<file path="src/rtl/id_ex_pipe_reg.sv">
// -----------------------------------------------------------------------------
// id_ex_pipe_reg
// -----------------------------------------------------------------------------
// Purpose:
//    ID/EX pipeline register that sits directly after the register file.
//    It captures both read operands, the source/destination indices, the
//    immediate and an opaque control bundle on every clock. It also:
//      - detects a load-use hazard against the instruction already in EX and
//        stalls ID for one cycle by loading a bubble into EX,
//      - kills the ID instruction on a branch flush,
//      - keeps a saturating count of load-use stall cycles for perf debug.
//
// Configuration macro:
//    WB_BYPASS_EN - when defined, a write-back to the register being read in
//                   the same cycle is forwarded into ex_A / ex_B on capture.
//                   When undefined, ReadData1/ReadData2 are captured as-is.
//
// Parameters:
//    CTRL_W - width of the EX/MEM/WB control bundle carried through
//    CNT_W  - width of the saturating stall counter
//
// Ports:
//    clk, reset                      clock, synchronous active-high reset
//    id_valid                        ID holds a real instruction
//    ReadRegister1/2, ReadData1/2    register file read indices and data
//    id_Rd, id_imm, id_ctrl          ID destination, immediate, control
//    id_MemRead                      ID instruction is a load
//    flush                           branch taken, kill the ID instruction
//    RegWrite, WriteRegister,
//    WriteData                       write-back port of the register file
//    stall_id                        combinational: hold PC and IF/ID
//    ex_valid, ex_A, ex_B, ex_Rn,
//    ex_Rm, ex_Rd, ex_imm, ex_ctrl,
//    ex_MemRead                      registered EX-stage fields
//    stall_cnt                       load-use stall cycles since reset
// -----------------------------------------------------------------------------
module id_ex_pipe_reg #(
   parameter int CTRL_W = 8,
   parameter int CNT_W  = 32
) (
   input  logic              clk,
   input  logic              reset,
   input  logic              id_valid,
   input  logic [4:0]        ReadRegister1,
   input  logic [4:0]        ReadRegister2,
   input  logic [63:0]       ReadData1,
   input  logic [63:0]       ReadData2,
   input  logic [4:0]        id_Rd,
   input  logic [63:0]       id_imm,
   input  logic [CTRL_W-1:0] id_ctrl,
   input  logic              id_MemRead,
   input  logic              flush,
   input  logic              RegWrite,
   input  logic [4:0]        WriteRegister,
   input  logic [63:0]       WriteData,
   output logic              stall_id,
   output logic              ex_valid,
   output logic [63:0]       ex_A,
   output logic [63:0]       ex_B,
   output logic [4:0]        ex_Rn,
   output logic [4:0]        ex_Rm,
   output logic [4:0]        ex_Rd,
   output logic [63:0]       ex_imm,
   output logic [CTRL_W-1:0] ex_ctrl,
   output logic              ex_MemRead,
   output logic [CNT_W-1:0]  stall_cnt
);

   localparam logic [4:0] ZERO_REG = 5'd31;

   typedef struct packed {
      logic              valid;
      logic [63:0]       a;
      logic [63:0]       b;
      logic [4:0]        rn;
      logic [4:0]        rm;
      logic [4:0]        rd;
      logic [63:0]       imm;
      logic [CTRL_W-1:0] ctrl;
      logic              mem_read;
   } ex_stage_t;

   // Bubble: no instruction, all indices pointing at the zero register so
   // downstream forwarding compares can never match it.
   function automatic ex_stage_t bubble_f();
      ex_stage_t b;
      b.valid    = 1'b0;
      b.a        = 64'd0;
      b.b        = 64'd0;
      b.rn       = ZERO_REG;
      b.rm       = ZERO_REG;
      b.rd       = ZERO_REG;
      b.imm      = 64'd0;
      b.ctrl     = {CTRL_W{1'b0}};
      b.mem_read = 1'b0;
      return b;
   endfunction

   // Increment that sticks at all-ones instead of wrapping.
   function automatic logic [CNT_W-1:0] sat_inc_f(input logic [CNT_W-1:0] v);
      logic [CNT_W-1:0] r;
      if (&v) begin
         r = v;
      end else begin
         r = v + {{(CNT_W-1){1'b0}}, 1'b1};
      end
      return r;
   endfunction

   ex_stage_t        ex_q;
   ex_stage_t        ex_d;
   ex_stage_t        capture_s;
   logic [CNT_W-1:0] stall_cnt_q;
   logic [CNT_W-1:0] stall_cnt_d;
   logic             hazard_s;
   logic [63:0]      operand_a_s;
   logic [63:0]      operand_b_s;

`ifdef WB_BYPASS_EN
   // Same-cycle register-file write/read: forward the write-back data.
   always_comb begin
      operand_a_s = ReadData1;
      operand_b_s = ReadData2;
      if (RegWrite && (WriteRegister != ZERO_REG) && (WriteRegister == ReadRegister1)) begin
         operand_a_s = WriteData;
      end else begin
         operand_a_s = ReadData1;
      end
      if (RegWrite && (WriteRegister != ZERO_REG) && (WriteRegister == ReadRegister2)) begin
         operand_b_s = WriteData;
      end else begin
         operand_b_s = ReadData2;
      end
   end
`else
   // Without bypass the write-back port only feeds the register file itself.
   logic unused_wb_s;
   assign unused_wb_s = ^{RegWrite, WriteRegister, WriteData};

   // Operands pass straight from the register file.
   always_comb begin
      operand_a_s = ReadData1;
      operand_b_s = ReadData2;
   end
`endif

   // Load-use hazard: EX holds a real load whose (non-zero) destination is
   // read by the real instruction in ID.
   always_comb begin
      hazard_s = ex_q.valid && ex_q.mem_read && (ex_q.rd != ZERO_REG) && id_valid &&
                 ((ex_q.rd == ReadRegister1) || (ex_q.rd == ReadRegister2));
   end

   // Stall only when the hazard actually wins; a flushed instruction is
   // dropped rather than held.
   always_comb begin
      if (reset || flush) begin
         stall_id = 1'b0;
      end else begin
         stall_id = hazard_s;
      end
   end

   // Pack the ID-side fields into the EX stage layout.
   always_comb begin
      capture_s          = bubble_f();
      capture_s.valid    = 1'b1;
      capture_s.a        = operand_a_s;
      capture_s.b        = operand_b_s;
      capture_s.rn       = ReadRegister1;
      capture_s.rm       = ReadRegister2;
      capture_s.rd       = id_Rd;
      capture_s.imm      = id_imm;
      capture_s.ctrl     = id_ctrl;
      capture_s.mem_read = id_MemRead;
   end

   // Next-state selection: flush > hazard > capture (reset handled in the flop).
   always_comb begin
      ex_d        = ex_q;
      stall_cnt_d = stall_cnt_q;
      if (flush) begin
         ex_d = bubble_f();
      end else if (hazard_s) begin
         ex_d        = bubble_f();
         stall_cnt_d = sat_inc_f(stall_cnt_q);
      end else if (id_valid) begin
         ex_d = capture_s;
      end else begin
         ex_d = bubble_f();
      end
   end

   // EX register and stall counter with synchronous reset.
   always_ff @(posedge clk) begin
      if (reset) begin
         ex_q        <= bubble_f();
         stall_cnt_q <= {CNT_W{1'b0}};
      end else begin
         ex_q        <= ex_d;
         stall_cnt_q <= stall_cnt_d;
      end
   end

   // Outputs come straight from the flops.
   always_comb begin
      ex_valid   = ex_q.valid;
      ex_A       = ex_q.a;
      ex_B       = ex_q.b;
      ex_Rn      = ex_q.rn;
      ex_Rm      = ex_q.rm;
      ex_Rd      = ex_q.rd;
      ex_imm     = ex_q.imm;
      ex_ctrl    = ex_q.ctrl;
      ex_MemRead = ex_q.mem_read;
      stall_cnt  = stall_cnt_q;
   end

endmodule

</file>
<file path="config.mk">
export PLATFORM = sky130hd
export DESIGN_NAME = id_ex_pipe_reg
export DESIGN_NICKNAME = d
export VERILOG_FILES = /design/src/rtl/id_ex_pipe_reg.sv
export SDC_FILE = /design/constraint.sdc
export NUM_CORES = 1
export LEC_CHECK = 0
export BUFFER_PORTS_ARGS = -buffer_cell sky130_fd_sc_hd__buf_4
export CAP_MARGIN = 0
export CORE_AREA = 3 3 208 210
export CTS_CLUSTER_DIAMETER = 120
export CTS_CLUSTER_SIZE = 30
export DETAILED_ROUTE_END_ITERATION = 8
export DIE_AREA = 0 0 211 213
export PLACE_DENSITY = 0.47
export SYNTH_ARGS = -nofsm -noshare
export SYNTH_HDL_FRONTEND = slang
export SYNTH_SLANG_ARGS = --single-unit
export TNS_END_PERCENT = 5
</file>
<file path="constraint.sdc">
create_clock -name clk -period 6.3 [get_ports clk]
set_input_delay 0.63 -clock clk [delete_from_list [all_inputs] [get_ports clk]]
set_output_delay 0.63 -clock clk [all_outputs]
set_load 0.05 [all_outputs]
</file>
# Yosys cells after proc, flatten, opt, wreduce, memory -nomap -nowiden

Cells that the tools add are included.

Output and inout port bits: 250
Register bits after elaboration: 249
Word-level logic and storage cells: 29
Input port bits: 290

Equality and inequality tests: 3
Bitwise logic cells: 3
Reductions and logical operators: 10
Add/subtract/negate cells: 1
Multiplexer cells: 2

Operators with widths:

| kind                    | number |
|---|---|
| $mux W217               | 1 |
| $add A32 B1 Y32 const B | 1 |
| $reduce_and A32 Y1      | 1 |
| $eq A5 B5 Y1            | 2 |
| $ne A5 B5 Y1 const B    | 1 |
| $logic_and A1 B1 Y1     | 4 |
| $reduce_or A4 Y1        | 1 |
| $not A1 Y1              | 3 |
| $reduce_and A3 Y1       | 1 |
| $reduce_or A3 Y1        | 1 |
| $logic_or A1 B1 Y1      | 2 |
| $mux W1                 | 1 |

# Depth between registers and ports, before layout

Depth in word-level cells: 5
Mapped depth: 8
Depth with buffers taken out: 7

# Worst setup path before layout

Ideal clock, no wire load.

Path kind: reg-to-output
From: register ex_q, in the netlist ex_Rd[1]
To: output port stall_id
Buffers on the path: 2
Cell stages (with the launch flop): 8
Arrival: 2.692 ns
Data required time: 5.670 ns
Path slack: 2.978 ns
Cell sequence: dfxtp_1 xor2_1 nor3_2 a22oi_1 or4_4 buf_2 clkbuf_1 nor2_1

Word-level cells in the longest chain between the ends: 5
Elaborated cells on any way between the ends: 8
Those cells by class: eq/ne (3); mux (1); reduce/logical (4)

Ends and longest elaborated chain:

| item                              | line | RTL |
|---|---|---|
| start: declaration                | 110  | `ex_stage_t ex_q;` |
| start signal: assignment          | 197  | `ex_q <= bubble_f();` |
| $ne A5 B5 Y1                      | 150  | `hazard_s = ex_q.valid && ex_q.mem_read && (ex_q.rd != ZERO_REG) && id_valid &&` |
| $logic_and A1 B1 Y1 (2 in series) | 150  |  |
| $logic_and A1 B1 Y1 *             | 150  |  |
| $mux W1 *                         | 157  | `if (reset \|\| flush) begin` |
| end: declaration                  | 56   | `output logic stall_id,` |

Every way passes the cells marked *; elsewhere a longest branch is shown, timed or not.

# Worst setup path after layout

From: register ex_q, in the netlist ex_Rd[0]
To: output port stall_id

Same word-level chain as after synthesis.

==> results.sh <==
export IMPL_cts_root_buffer="clkbuf_16"
export IMPL_cts_num_sinks=249
export IMPL_yosysWarnings=0
export IMPL_post_cts_setup_buffers=0
export IMPL_syn_nets=999
export IMPL_drive_gt1_frac=0.432
export IMPL_drtIter0Drc=273
export IMPL_wirelength_mm=28.1
export IMPL_drtPass1Iterations=4
export IMPL_fin_crit_sh=0.545
export IMPL_antenna_left=0
export IMPL_final_core_util=0.292
export IMPL_coreArea_mm2=0.0418
export IMPL_via_per_inst=3.77
export IMPL_portBuffers=469
export IMPL_fp_dieW_um=211
export IMPL_slew_viol_final=0
export IMPL_start_util=0.185
export IMPL_tns_ns=0
export IMPL_fin_worst_skew_ns=0.0336
export IMPL_end_kind="primary output"
export IMPL_die_area_mm2=0.0449
export IMPL_worst_hold_path_endpoint="ex_Rd[1]"
export IMPL_drc=0
export IMPL_hp_class="input port to flop"
export IMPL_path_class="flop to primary output"
export IMPL_fmax_mhz=291
export IMPL_cts_buffer_depth=3
export IMPL_grt_max_degree=208
export IMPL_cts_repair_resized=0
export IMPL_maxCapViolCount=0
export IMPL_vdd_drop_max_mv=0.193
export IMPL_synth_edff_count=0
export IMPL_pin_count=540
export IMPL_wire_per_inst_um=16.5
export IMPL_gp_congestion=0.730
export IMPL_hold_viol_final=0
export IMPL_tightest_slew_ns=1.09
export IMPL_yosysTopAreaCellShare=0.644
export IMPL_synthCells=708
export IMPL_ctsHoldBuffers=0
export IMPL_clk_latency_ns=0.51
export IMPL_synthArstFlopShare=0
export IMPL_rows=75
export IMPL_outcome="complete, no violations"
export IMPL_dpl_hpwl_mm=21.8
export IMPL_layout_common_cells="buf_4 (469), dfxtp_1 (249), and2_1 (206), nor2_1 (26), nand2b_1 (22)"
export IMPL_ff2ff_setup_slack_ns=2.87
export IMPL_final_common_cell="buf_4"
export IMPL_clk_pin_slew_ns=0.12
export IMPL_synth_area_leaders="dfxtp_1 (64%), and2_1 (17%), nand2b_1 (1.8%), clkbuf_1 (1.6%), nand4_1 (1.4%)"
export IMPL_hp_start="id_Rd[1]"
export IMPL_cts_buffers=13
export IMPL_antenna_found_initial=4
export IMPL_synthDistinctLibCells=39
export IMPL_yosysTopAreaCell="dfxtp_1"
export IMPL_syn_avg_cell_area_um2=10.9
export IMPL_reg2reg_depth=7
export IMPL_ys_seq_elements=249
export IMPL_r2r_start="stall_cnt[1]"
export IMPL_required_ns=5.67
export IMPL_setup_viol=0
export IMPL_area_delta_synth_final_pct=57.7
export IMPL_vias=6412
export IMPL_fin_total_pwr_w=0.00294
export IMPL_powerDensity_mw_per_mm2=241
export IMPL_leakagePower_nw=5.50
export IMPL_grt_pass1_wl_mm=39.7
export IMPL_synthesis_area_mm2=0.00774
export IMPL_finish_net_count=1447
export IMPL_htreeDepth=1
export IMPL_die_h_um=213
export IMPL_rsz0062_at_grt="false"
export IMPL_synth_flop_cell="dfxtp_1"
export IMPL_grt_usage=0.117
export IMPL_slew_headroom=0.269
export IMPL_worstPathMaxFanout=49
export IMPL_regToRegEndpoint="stall_cnt[17]"
export IMPL_ys_seq_area_frac=0.644
export IMPL_fin_crit_ns=3.43
export IMPL_crit_arrival_ns=2.80
export IMPL_critPathLaunchType="flop"
export IMPL_grt_overflow_total=0
export IMPL_tritoncts="yes"
export IMPL_grt_pass1_vias=6453
export IMPL_min_path_cells=2
-- state kept, by name (all words and copies together) (netlist names) --
register	flops
ex_Rd	5
stall_cnt	32
ex_ctrl	8
ex_B	64
ex_A	64
ex_MemRead	1
ex_valid	1
ex_Rn	5
ex_imm	64
ex_Rm	5
-- cells in the mapped netlist (all sizes together) (8+ instances only) --
cell type  count
nand2b        22
dfxtp        249
and2         206
nor2b          8
nand3         18
nand2         13
or3           16
nor3           9
a21oi         17
mux2           9
nor2          26
xor2          10
nand4         17
o21ai         21
clkbuf        32
-- cells by family after synthesis --
| group | Yosys count | synth area share |
|---|---|---|
| DFF | 249 | 0.644 |
| buffers and inverters | 38 | 0.0199 |
| AOI/OAI and AO/OA | 44 | 0.0335 |
| adders and majority gates | 1 | 0.00162 |
| and+or+nand+nor | 357 | 0.277 |
| xor gates and xnor gates | 10 | 0.0113 |
| muxes | 9 | 0.0131 |
-- critical path, stage by stage (launching register included) --
cell and delay [ns]:
dfxtp_1 0.50, xor2_1 0.11, nor3_1 0.31, a22oi_1 0.19, or4_4 0.81, nor2_1 0.17, buf_4 0.21
-- layer usage --
| metal | part of all wire | vias to the layer above | track usage |
|---|---|---|---|
| met4 | 0.018 | 4 | 0.0286 |
| met3 | 0.098 | 27 | 0.0514 |
| met5 | 0.00075 | - | 0 |
| met2 | 0.51 | 258 | 0.206 |
| li1 | - | 3176 | - |
| met1 | 0.37 | 2947 | 0.129 |
-- per-stage QoR --
stage          setup WS (ns)  hold WS, ns  cell area [um2]  std cells
6_report                2.87        0.291            12200       1701
3_3_place_gp            2.95        0.498            11800       1680
3_5_place_dp            2.94        0.494            11800       1680
2_1_floorplan           2.98        0.705             7740        708
4_1_cts                 2.78        0.249            12200       1699
5_1_grt                 2.54        0.254            12200       1700
-- worst max-delay path by stage --
stage,from,to,slack [ns]
3_5_place_dp,stall_cnt[0],stall_cnt[25],2.94
3_3_place_gp,stall_cnt[0],stall_cnt[25],2.95
5_1_grt,stall_cnt[0],stall_cnt[17],2.54
4_1_cts,ex_Rd[0],stall_id,2.78
2_1_floorplan,ex_Rd[1],stall_id,2.98
6_report,ex_Rd[0],stall_id,2.87
-- where the power goes --
group	total (W)	leakage, nW	internal, W	switching (W)
clock	0.000968	0.187	0.000400	0.000568
combinational	0.000349	3.28	0.000153	0.000196
sequential	0.00162	2.02	0.00161	0.0000119
-- final cells by class --
type,instances,area (um2)
Antenna cell,2,5.00
Multi-Input combinational cell,421,2600
Clock inverter,5,65.1
Fill cell,4390,29600
Clock buffer,14,329
Tap cell,539,674
Inverter,1,3.75
Sequential cell,249,4980
Timing Repair Buffer,470,3540
Power figures use the tool's default switching activity.
